[config.mk]
export PLATFORM = sky130hd
export DESIGN_NAME = shift_sequencer
export DESIGN_NICKNAME = d
export VERILOG_FILES = /design/src/rtl/shift_pkg.sv /design/src/rtl/shift_step.sv /design/src/rtl/shift_sequencer.sv
export SDC_FILE = /design/constraint.sdc
export NUM_CORES = 1
export LEC_CHECK = 0
export BUFFER_PORTS_ARGS = -buffer_cell sky130_fd_sc_hd__buf_2
export CORE_MARGIN = 2
export CORE_UTILIZATION = 30
export CTS_CLUSTER_SIZE = 28
export DETAILED_ROUTE_END_ITERATION = 16
export PLACE_DENSITY = 0.6
export SYNTH_ARGS = -nofsm -noshare
export SYNTH_HDL_FRONTEND = slang
export SYNTH_SLANG_ARGS = --single-unit
[constraint.sdc]
create_clock -name clk -period 3.6 [get_ports clk]
set_clock_uncertainty 0.1 [all_clocks]
set_input_delay 0.18 -clock clk [delete_from_list [all_inputs] [get_ports clk]]
set_output_delay 0.18 -clock clk [all_outputs]
set_load 0.03 [all_outputs]
[src/rtl/shift_pkg.sv]
// Shared encodings for the multi-cycle shifter: shift op field values
// and controller state encodings.
package shift_pkg;

    localparam logic [1:0] SH_NONE = 2'b00;
    localparam logic [1:0] SH_LSL  = 2'b01;
    localparam logic [1:0] SH_LSR  = 2'b10;
    localparam logic [1:0] SH_ASR  = 2'b11;

    typedef enum logic [1:0] {
        S_IDLE  = 2'b00,
        S_SHIFT = 2'b01,
        S_DONE  = 2'b10
    } state_t;

endpackage

[src/rtl/shift_step.sv]
// One-bit combinational shift step.
// Ports: op (shift op), din (operand), dout (operand shifted by one bit).
module shift_step
    import shift_pkg::*;
#(
    parameter int W = 16
) (
    input  logic [1:0]   op,
    input  logic [W-1:0] din,
    output logic [W-1:0] dout
);

    always_comb begin
        dout = din;
        unique case (op)
            SH_LSL:  dout = {din[W-2:0], 1'b0};
            SH_LSR:  dout = {1'b0, din[W-1:1]};
            SH_ASR:  dout = {din[W-1], din[W-1:1]};
            default: dout = din;
        endcase
    end

endmodule

[src/rtl/shift_sequencer.sv]
// Multi-cycle shifter: one bit per clock, start/ready/done handshake.
// Ports: clk, reset (sync, high), start, shift, amt, bin -> ready, done, out.
module shift_sequencer
    import shift_pkg::*;
#(
    parameter int DATA_W = 16,
    parameter int AMT_W  = 4
) (
    input  logic              clk,
    input  logic              reset,
    input  logic              start,
    input  logic [1:0]        shift,
    input  logic [AMT_W-1:0]  amt,
    input  logic [DATA_W-1:0] bin,
    output logic              ready,
    output logic              done,
    output logic [DATA_W-1:0] out
);

    state_t state, state_nxt;

    logic [DATA_W-1:0] work, work_nxt;
    logic [DATA_W-1:0] step_out;
    logic [1:0]        op, op_nxt;
    logic [AMT_W-1:0]  cnt, cnt_nxt;
    logic              out_ld;

    shift_step #(.W(DATA_W)) u_step (
        .op   (op),
        .din  (work),
        .dout (step_out)
    );

    always_ff @(posedge clk) begin
        if (reset) begin
            state <= S_IDLE;
            work  <= '0;
            op    <= SH_NONE;
            cnt   <= '0;
            out   <= '0;
        end else begin
            state <= state_nxt;
            work  <= work_nxt;
            op    <= op_nxt;
            cnt   <= cnt_nxt;
            if (out_ld) begin
                out <= work_nxt;
            end
        end
    end

    // out is loaded on the same edge that enters DONE, so it holds the
    // previous result through IDLE and SHIFT.
    always_comb begin
        state_nxt = state;
        work_nxt  = work;
        op_nxt    = op;
        cnt_nxt   = cnt;
        out_ld    = 1'b0;
        ready     = 1'b0;
        done      = 1'b0;
        unique case (state)
            S_IDLE: begin
                ready = 1'b1;
                if (start) begin
                    work_nxt = bin;
                    op_nxt   = shift;
                    cnt_nxt  = (shift == SH_NONE) ? '0 : amt;
                    if (cnt_nxt == '0) begin
                        state_nxt = S_DONE;
                        out_ld    = 1'b1;
                    end else begin
                        state_nxt = S_SHIFT;
                    end
                end
            end
            S_SHIFT: begin
                work_nxt = step_out;
                cnt_nxt  = cnt - AMT_W'(1);
                if (cnt == AMT_W'(1)) begin
                    state_nxt = S_DONE;
                    out_ld    = 1'b1;
                end
            end
            S_DONE: begin
                done      = 1'b1;
                state_nxt = S_IDLE;
            end
            default: begin
                state_nxt = S_IDLE;
            end
        endcase
    end

endmodule
**Word-level counts from Yosys, hierarchy flattened**

Index checks and enable logic that the tools add are counted.

- Register bits: 40
- Input port bits: 25
- Output and inout bits: 18
- Logic and storage cells: 37

- Add/sub/neg operators: 1
- Equality and inequality tests: 8
- Mux-type cells: 16
- Reduce and logical (&&, ||, !) cells: 7

Operator list:

| kind | count |
|---|---|
| $pmux 16 s3 | 1 |
| $pmux 16 s2 | 1 |
| $mux 16 | 1 |
| $mux 4 | 2 |
| $pmux 4 s2 | 1 |
| $eq 2x2->1 const B | 3 |
| $mux 2 | 3 |
| $reduce_and 2->1 | 3 |
| $mux 1 | 5 |
| $eq 2x1->1 const B | 2 |
| $eq 4x1->1 const B | 1 |
| $logic_not 2->1 | 2 |
| $logic_not 4->1 | 1 |
| $ne 2x2->1 const B | 2 |
| $pmux 2 s2 | 1 |
| $sub 4x1->4 const B | 1 |
| $pmux 1 s2 | 1 |
| $reduce_bool 2->1 | 1 |

**Depth between registers and ports, before layout**

Gate-level depths: netlist of run 1.

- Depth in word-level cells: 6
- Depth in mapped cells: 9
- Gate-level depth less buffers: 6

**By module**

From an unflattened synthesis of run 1, not the netlist that was laid out.

- Cells, all modules: 247
- Area, all modules: 2135.8 µm²

By module, submodules not included:

| module | instances | cells each | area an instance (µm²) | seq. area each (µm²) |
|---|---|---|---|---|
| shift_sequencer | 1 | 196 | 1780.5 | 800.8 |
| shift_step | 1 | 51 | 355.3 | 0.0 |

**Least setup slack after synthesis of run 1**

Ideal clock, no wire load.

- Path kind: reg-to-reg
- From: reg cnt[1]
- To: reg out[10]
- Library setup time: 81 ps
- Data arrival time: 1576 ps
- Data required time: 3419 ps
- Slack: 1843 ps
- Stages on the path, launching flop included: 10
- Path buffers: 3
- Period minus slack after synthesis: 1757 ps
- Cell sequence: dfxtp_1 inv_1 ha_1 nor3b_1 and2_4 buf_6 or2_1 buf_6 buf_8 a211oi_2

- Cells in the longest elaborated chain, start to end: 3

RTL lines:

| item | line | text |
|---|---|---|
| start: declaration | shift_sequencer.sv:25 | `logic [AMT_W-1:0] cnt, cnt_nxt;` |
| start signal: assignment | shift_sequencer.sv:45 | `cnt <= cnt_nxt;` |
| $eq 4x1->1 | shift_sequencer.sv:80 | `if (cnt == AMT_W'(1)) begin` |
| $mux 1 | shift_sequencer.sv:80 |  |
| $pmux 1 s2 | shift_sequencer.sv:62 | `unique case (state)` |
| end signal: assignment | shift_sequencer.sv:47 | `out <= work_nxt;` |
| end: declaration | shift_sequencer.sv:17 | `output logic [DATA_W-1:0] out` |

Every way passes these cells.
A chain may end at the register's enable or synchronous reset.

**Worst setup path in the final report of run 1**

- From: reg state[0]
- To: reg out[12]

- Cells in the longest elaborated chain, start to end: 2
- Elaborated cells on any way between the ends: 4
- Classes of those cells: eq/ne (1); mux (2); reduce/logical (1)

RTL lines:

| item | line | text |
|---|---|---|
| start: declaration | shift_sequencer.sv:20 | `state_t state, state_nxt;` |
| start signal: assignment | shift_sequencer.sv:42 | `state <= state_nxt;` |
| $eq 2x1->1 / $logic_not 2->1 (equally long branches) | shift_sequencer.sv:62 |  |
| $pmux 16 s2 / $pmux 1 s2 (equally long branches) | shift_sequencer.sv:62 |  |

Parallel ways exist; a longest one is shown, timed or not.

==> results.yml, run 1 <==
floorplanning:
  core-area_um2: 7180
  die_h_um: 89.8
  rows: 31
  die_area_um2: 8060
  die_w_um: 89.8
  io_pins: 43
  initial_core_util_pct: 30.7
placement:
  post-place-ws_ps: 1030
  placed_cells: 356
  hpwl_um: 4060
  gp_congestion: 0.839
  numPortBuffers: 42
logic_synthesis:
  synth_area_per_cell_um2: 9.31
  synth.distinct_cells: 42
  synth-seq-cells: 40
  seq_area_frac_synth_pct: 36.3
  ys.flop_type: "dfxtp_1"
  synth.area.top_cells: "dfxtp_1, a221oi_1, a211oi_2"
  yosys.area.top_type: "dfxtp_1"
  syn_area_um2: 2210
  synth_edf_count: 0
  async_flop_share_pct: 0
  syn_nets: 264
  yosysTopAreaCellShare_pct: 36.3
  synthCells: 237
  yosysWarningCount: 0
finish:
  fin_cells: 364
  nNetsFinal: 291
  area_delta_synth_final_pct: 14.3
  n_fill_cell: 751
  regArea_um2: 801
  final_util_pct: 35.1
  final_common_cell: "buf_2"
  n_antenna_cell: 0
  final_cell_mix: "buf_2, dfxtp_1, nor2_1"
  drive_gt1_share_pct: 30.6
  multi_input_area_um2: 1240
grt:
  grt.total_usage_pct: 14.9
  grt_pass1_vias: 1864
  grt_antenna_before_repair: 0
  grt_start_max_net_pins: 42
  grt_pass1_wl_um: 9760
  grt.overflow.total: 0
clock_network:
  cts_resized: 0
  clk_latency_ps: 300
  path_clk_slew_ps: 80
  cts_root_buf: "clkbuf_8"
  cts_tree: "yes"
  clock-sinks: 40
  clockBufferDepth: 2
  hold_buffers: 0
  post_cts_buffers: 0
  numCtsBuffers: 5
  htreeDepth: 2
timing:
  fin_tns_setup_ps: 0
  layout_setup_ws_ps: 1000
  min_period_ps: 2600
  fmax_ghz: 0.385
  min_period_over_period_pct: 72.1
  finalSetupViolCount: 0
  rsz0062_at_grt: "false"
  worstMarginPinSlew_ps: 915
  hold_violations: 0
  drv_slew: 0
  maxSlewHeadroom_pct: 38.9
setup_path:
  cp-end-kind: "flop"
  worstPathCellList: "nor2b_4 -> and2_4 -> or2_1 -> a211oi_1"
  path_class: "reg2reg"
  r2r_slack_ps: 1000
  cp.required_ps: 3640
  cp.buffers_inverters: 0
  crit_fanout: 17
  start_kind: "flop"
  cpLargestDelayFamily: "simple AND/OR/NAND/NOR gates"
  slowest_stage: "dfxtp_1"
  slowest_delay_ps: 680
  critical_path_arrival_ps: 2640
power_and_ir_drop:
  seqPwrFrac_pct: 43.6
  p_per_area_nw_per_um2: 484
  switching_share_pct: 31.5
  internal_power_mw: 0.835
  total_power_mw: 1.22
  p_comb_share_pct: 24.1
  peakVddDrop_mv: 0.147
  p_switching_mw: 0.384
  p_leak_nw: 0.919
  pwr-share-clk_pct: 32.3
flow_run:
  cap_violations: 0
route:
  drtIter0Drc: 178
  ant_nets: 0
  wl_per_cell_um: 16.4
  via_count: 1950
  vias_per_cell: 5.36
  drc: 0
  wirelength_um: 5980
  dr.pass1.iters: 4
status:
  outcome: "finished clean"
hold_path:
  worstHoldPathType: "in2reg"
[synthesized netlist by cell type, types with 3 or more instances]
cell type,count
clkbuf_1,11
buf_6,5
nor3_1,18
buf_2,4
a221oi_1,17
a211oi_1,8
nor2_1,23
or3b_2,14
nand2_1,4
buf_4,3
o21ai_0,3
a2bb2oi_1,14
nand2b_1,15
a211oi_2,10
a31oi_1,15
dfxtp_1,40
inv_1,3
nor2b_1,3
[sequential cells by signal, indices dropped and copies added (netlist names)]
| signal | count |
|---|---|
| state | 2 |
| out | 16 |
| work | 16 |
| op | 2 |
| cnt | 4 |
[stage by stage]
step | hold WS, ps | cell area (µm²)
CTS | 49.3 | 2520
floorplan | 152 | 2210
global route | 56.5 | 2520
finish | 55.8 | 2520
detailed placement | 360 | 2400
global placement | 357 | 2400
[layer usage]
metal	global-route usage (%)	share of wire, %
met1	21.4	49
met2	21.7	44
met4	3.33	0.70
met3	4.95	6.1
met5	0	0
[cells by family after synthesis]
logic type / synth area share (%)
AO/OA/AOI/OAI: 29.7
flip-flops: 36.3
AND/OR/NAND/NOR: 23.6
buffers and inverters: 7.54
XOR/XNOR: 0.794
adder cells (fa/ha/maj): 1.13
multiplexers: 0.908
[final cells by class]
type                    count  share of cell area, %
clock buffers               6                   3.28
clock inverters             2                   1.54
inverters                   3                  0.447
multi-input cells         170                   49.1
flip-flops and latches     40                   31.8
well taps                  99                   4.91
repair buffers             44                   8.93
[power groups by stage]
stage	clock [mW]	sequential, mW	combinational, mW
floorplan	0	0.548	0.216
global placement	0	0.541	0.290
detailed placement	0	0.540	0.294
CTS	0.402	0.530	0.296
global route	0.420	0.538	0.321
finish	0.394	0.531	0.294
[tightest hold or removal path: stages]
cell      delay (ps)
buf_2            100
nand2_1           50
a221oi_1          60
[worst paths after layout]
kind                              start                   end  cells past startpoint
setup / recovery  state[0]$_SDFFE_PP0P_  out[12]$_SDFFE_PP0P_                      4
setup reg to reg  state[0]$_SDFFE_PP0P_  out[12]$_SDFFE_PP0P_                      4
hold / removal                   amt[2]   cnt[2]$_SDFFE_PP0P_                      3
hold reg to reg     cnt[1]$_SDFFE_PP0P_   cnt[1]$_SDFFE_PP0P_                      2
Power figures use the tool's default switching activity.
==> run 2, diff against run 1 <==
==> constraint.sdc (replaced) <==
create_clock -name clk -period 2.5 [get_ports clk]
set_clock_uncertainty 0.1 [all_clocks]
set_input_delay 0.125 -clock clk [delete_from_list [all_inputs] [get_ports clk]]
set_output_delay 0.125 -clock clk [all_outputs]
set_load 0.03 [all_outputs]
==> results.yml, run 2 (synthesis results as in run 1) <==
status:
  outcome: "finished with violations"
  violations: "hold timing"
setup_path:
  cpLargestDelayFamily: "flip-flops"
  crit_fanout: 18
  worstPathCellList: "or3b_2 -> a31oi_1 -> a2bb2oi_1 -> a211oi_1"
  path_class: "reg2reg"
  cp.buffers_inverters: 0
  cp.required_ps: 2560
  slowest_delay_ps: 630
  critical_path_arrival_ps: 2040
  start_kind: "flop"
  slowest_stage: "dfxtp_1"
  cp-end-kind: "flop"
route:
  dr.pass1.iters: 5
  via_count: 2010
  ant_nets: 0
  wirelength_um: 5920
  wl_per_cell_um: 15.7
  vias_per_cell: 5.35
  drtIter0Drc: 121
  drc: 0
finish:
  largestRegisters: "out: 16 flops, work: 16 flops, cnt: 4 flops"
  n_fill_cell: 740
  n_antenna_cell: 0
  drive_gt1_share_pct: 31.8
  final_common_cell: "buf_2"
  nNetsFinal: 304
  stdcell_area_um2: 2600
  final_cell_mix: "buf_2, dfxtp_1, nor2_1"
  area_delta_synth_final_pct: 17.8
timing:
  min_period_over_period_pct: 79.1
  fin_tns_setup_ps: 0
  finalSetupViolCount: 0
  maxSlewHeadroom_pct: 53.5
  worstMarginPinSlew_ps: 696
  holdWs_ps: -3.46
  drv_slew: 0
  rsz0062_at_grt: "false"
  min_period_ps: 1980
  fmax_ghz: 0.506
  hold_violations: 2
grt:
  grt.overflow.total: 0
  grt_pass1_wl_um: 9940
  use_met1_pct: 20.4
  grt_start_max_net_pins: 31
  grt_pass1_vias: 2021
  grt_util_met3_pct: 3.27
  met2_usage_pct: 23.4
  grt_antenna_before_repair: 0
  grt.total_usage_pct: 15.0
  grt.busiest_layer: "met2"
clock_network:
  cts_tree: "yes"
  post_cts_buffers: 0
  htreeDepth: 2
  numCtsBuffers: 5
  clock-sinks: 40
  cts_root_buf: "clkbuf_8"
  clockBufferDepth: 2
  clk_latency_ps: 300
  path_clk_slew_ps: 80
power_and_ir_drop:
  peakVddDrop_mv: 0.216
  p_leak_nw: 0.966
  p_per_area_nw_per_um2: 626
floorplanning:
  initial_core_util_pct: 30.7
  io_pins: 43
  die_w_um: 89.8
  core-area_um2: 7180
  die_h_um: 89.8
  rows: 31
  die_area_um2: 8060
placement:
  hpwl_um: 4110
  gp_congestion: 0.935
  numPortBuffers: 42
  post_dp_cell_area_um2: 2480
flow_run:
  cap_violations: 0
hold_path:
  worstHoldPathType: "in2reg"
## run 2: cell count changes in the layout (fill, tap and decap cells not counted), sizes merged
cell         change
bufinv           -1
buf              +9
dlygate4sd3      +4
## run 2: worst min-delay path: stages
cell and delay (ps):
buf_2 80, a2bb2oi_1 80, nor2_1 80
## run 2: path summary, 6_finish.rpt
path,from,endpoint,slack (ps),cells after the start
worst max-delay path,op[0]$_SDFFE_PP0P_,out[12]$_SDFFE_PP0P_,520,4
worst min-delay path,bin[10],work[10]$_SDFF_PP0_,-3,3
worst max register to register,op[0]$_SDFFE_PP0P_,out[12]$_SDFFE_PP0P_,520,4
worst min register to register,cnt[2]$_SDFFE_PP0P_,cnt[2]$_SDFFE_PP0P_,430,2
## run 2: stage by stage
step                      cells  util (%)  hold slack, ps  power [mW]  worst slack [ps]
final                       376      36.2           -3.46        1.63               523
after global routing        376      36.2            3.84        1.71               375
after CTS                   376      36.2           0.812        1.64               524
after detailed placement    365      34.6             295        1.22               545
after global placement      365      34.6             297        1.21               567
after floorplan             237         -            96.6        1.10               743
## run 2: final cells by class
class / count / area [µm²] / share of cell area, %
Clock buffer: 6 / 72.6 / 2.79
Clock inverter: 1 / 5.00 / 0.193
Inverter: 3 / 11.3 / 0.434
Multi-Input combinational cell: 170 / 1240 / 47.7
Sequential cell: 40 / 801 / 30.8
Tap cell: 99 / 124 / 4.77
Timing Repair Buffer: 57 / 345 / 13.3
## run 2: timing repair
action | in CTS | in global routing
hold endpoints to repair | 4 | 0
gates resized for setup | 0 | 0
hold buffers | 4 | 0
## run 2: metal layers
metal | vias up | part of all wire [%]
li1 | 984 | -
met1 | 976 | 49
met2 | 41 | 45
met3 | 9 | 4.6
met4 | 0 | 1.9
met5 | - | 0
## run 2: power breakdown
part	leakage, nW	internal, mW	switching, mW
logic	0.597	0.203	0.259
clock network	0.0410	0.190	0.229
registers	0.328	0.693	0.0531
total	0.966	1.09	0.541
==> run 3, diff against run 2 <==
--- a/config.mk
+++ b/config.mk
@@ -5,12 +5,13 @@
 export SDC_FILE = /design/constraint.sdc
 export NUM_CORES = 1
 export LEC_CHECK = 0
+export ABC_AREA = 1
 export BUFFER_PORTS_ARGS = -buffer_cell sky130_fd_sc_hd__buf_2
 export CORE_MARGIN = 2
 export CORE_UTILIZATION = 30
 export CTS_CLUSTER_SIZE = 28
 export DETAILED_ROUTE_END_ITERATION = 16
-export PLACE_DENSITY = 0.6
+export PLACE_DENSITY = 0.59
 export SYNTH_ARGS = -nofsm -noshare
 export SYNTH_HDL_FRONTEND = slang
 export SYNTH_SLANG_ARGS = --single-unit
==> constraint.sdc (replaced) <==
create_clock -name clk -period 2.1 [get_ports clk]
set_clock_uncertainty 0.1 [all_clocks]
set_input_delay 0.105 -clock clk [delete_from_list [all_inputs] [get_ports clk]]
set_output_delay 0.105 -clock clk [all_outputs]
set_load 0.03 [all_outputs]
==> results.yml, run 3 <==
power_and_ir_drop:
  pwr-share-clk_pct: 25.2
  p_leak_nw: 1.38
  p_comb_share_pct: 32.8
  p_per_area_nw_per_um2: 797
  seqPwrFrac_pct: 42.0
  switching_share_pct: 37.9
  peakVddDrop_mv: 0.316
  p_switching_mw: 0.816
  total_power_mw: 2.16
  internal_power_mw: 1.34
placement:
  gp_congestion: 0.839
  numPortBuffers: 42
  post-place-ws_ps: 296
  hpwl_um: 4600
setup_path:
  r2r_start: "state[0]$_SDFFE_PP0P_"
  cp-end-kind: "flop"
  cp.required_ps: 2200
  reg2regPathDepth: 8
  path_class: "reg2reg"
  start_kind: "flop"
  r2r-end: "out[10]$_SDFFE_PP0P_"
  crit_fanout: 15
  r2r_slack_ps: 270
  critical_path_arrival_ps: 1930
timing:
  finalSetupViolCount: 0
  drv_slew: 0
  worstMarginPinSlew_ps: 509
  fin_tns_setup_ps: 0
  layout_setup_ws_ps: 272
  rsz0062_at_grt: "false"
  fmax_ghz: 0.547
  hold_violations: 0
  min_period_over_period_pct: 87.0
  holdWs_ps: 10.7
  min_period_ps: 1830
  maxSlewHeadroom_pct: 66.0
logic_synthesis:
  synth-seq-cells: 40
  synth_common_cells: "nand2_1, nor2_1, nand3_1"
  synth.area.top_cells: "dfxtp_1, nand2_1, nand3_1"
  syn_nets: 393
  yosysMostFrequentCell: "nand2_1"
  yosysTopAreaCellShare_pct: 34.9
  synthCells: 366
  syn_area_um2: 2300
  async_flop_share_pct: 0
  synth.distinct_cells: 23
  ys.flop_type: "dfxtp_1"
  synth_edf_count: 0
  synth_area_per_cell_um2: 6.28
  yosysWarningCount: 0
  yosys.area.top_type: "dfxtp_1"
  seq_area_frac_synth_pct: 34.9
hold_path:
  worstHoldPathType: "in2reg"
  worstHoldStart: "shift[0]"
  hold_depth: 3
  min_to: "op[0]$_SDFFE_PP0P_"
finish:
  drive_gt1_share_pct: 19.1
  nNetsFinal: 435
  final_common_cell: "nand2_1"
  final_cell_mix: "nand2_1, nor2_1, nand3_1"
  largestRegisters: "out: 16 flops, work: 16 flops, cnt: 4 flops"
  area_delta_synth_final_pct: 17.8
  n_fill_cell: 792
  n_antenna_cell: 0
floorplanning:
  core-area_um2: 7330
  io_pins: 43
  initial_core_util_pct: 31.3
  die_h_um: 91.5
  die_w_um: 91.5
  rows: 31
  die_area_um2: 8370
grt:
  grt_antenna_before_repair: 0
  grt.total_usage_pct: 15.8
  grt.overflow.total: 0
  grt_pass1_vias: 2209
  grt_pass1_wl_um: 10600
  grt_start_max_net_pins: 25
route:
  via_count: 2360
  wirelength_um: 6260
  dr.pass1.iters: 4
  wl_per_cell_um: 12.3
  drc: 0
  drtIter0Drc: 156
  ant_nets: 0
  vias_per_cell: 4.65
clock_network:
  clock-sinks: 40
  clockBufferDepth: 2
  cts_tree: "yes"
  cts_root_buf: "clkbuf_8"
  path_clk_slew_ps: 80
  post_cts_buffers: 0
  htreeDepth: 2
  cts_resized: 0
  numCtsBuffers: 5
  clk_latency_ps: 300
  hold_buffers: 1
status:
  outcome: "finished clean"
flow_run:
  cap_violations: 0
[run 3: layout make-up]
cell class	instances	area (µm²)	share of cell area [%]
Clock inverter	2	10.0	0.370
Multi-Input combinational cell	268	1240	46.0
Sequential cell	40	801	29.6
Clock buffer	6	82.6	3.05
Tap cell	99	124	4.58
Timing Repair Buffer	51	280	10.4
Inverter	42	163	6.01
[run 3: worst max-delay path, stage by stage (launching register included)]
cell and delay, ps:
dfxtp_1 380, nor2_4 270, nand2_4 150, inv_6 120
nand3_4 190, nand2_4 230, inv_2 110, nor2_1 110
nor2_1 40
[run 3: worst max path at each step]
stage                                from              endpoint  slack (ps)  cells after the start
finish              state[0]$_SDFFE_PP0P_  out[10]$_SDFFE_PP0P_         270                      8
global route        state[0]$_SDFFE_PP0P_  out[10]$_SDFFE_PP0P_          70                      8
CTS                                amt[0]  out[10]$_SDFFE_PP0P_         270                      8
detailed placement  state[0]$_SDFFE_PP0P_  out[10]$_SDFFE_PP0P_         300                      8
global placement    state[0]$_SDFFE_PP0P_   out[0]$_SDFFE_PP0P_         370                      8
floorplan           state[1]$_SDFFE_PP0P_  out[11]$_SDFFE_PP0P_         540                      9
[run 3: kinds of logic (layout without fill, tap and decap cells)]
kind of cell               Yosys count  count (layout)  synth area share (%)
AOI/OAI and AO/OA                   44              44                  10.4
adders and majority gates            2               2                  1.09
buffers and inverters               58             101                  10.9
DFF                                 40              40                  34.9
and+or+nand+nor                    222             222                  42.7
[run 3: routing by layer]
| layer | track usage (%) | vias up | share of wire [%] |
|---|---|---|---|
| met3 | 3.65 | 7 | 5.6 |
| met2 | 24.9 | 67 | 45 |
| met5 | 0 | - | 0 |
| li1 | - | 1235 | - |
| met4 | 4.04 | 0 | 1.6 |
| met1 | 21.7 | 1051 | 48 |
[run 3: power groups by stage]
stage	clock network [mW]	logic (mW)	registers, mW
2_1_floorplan	0	0.480	0.955
3_3_place_gp	0	0.701	0.922
3_5_place_dp	0	0.705	0.921
4_1_cts	0.562	0.711	0.905
5_1_grt	0.592	0.805	0.916
6_report	0.543	0.708	0.905
[run 3: stage by stage]
step | util (%) | instance area (µm²) | instances
finish | 36.9 | 2710 | 508
CTS | 36.9 | 2710 | 508
detailed placement | 35.5 | 2600 | 499
global route | 36.9 | 2710 | 508
global placement | 35.5 | 2600 | 499
floorplan | - | 2300 | 366
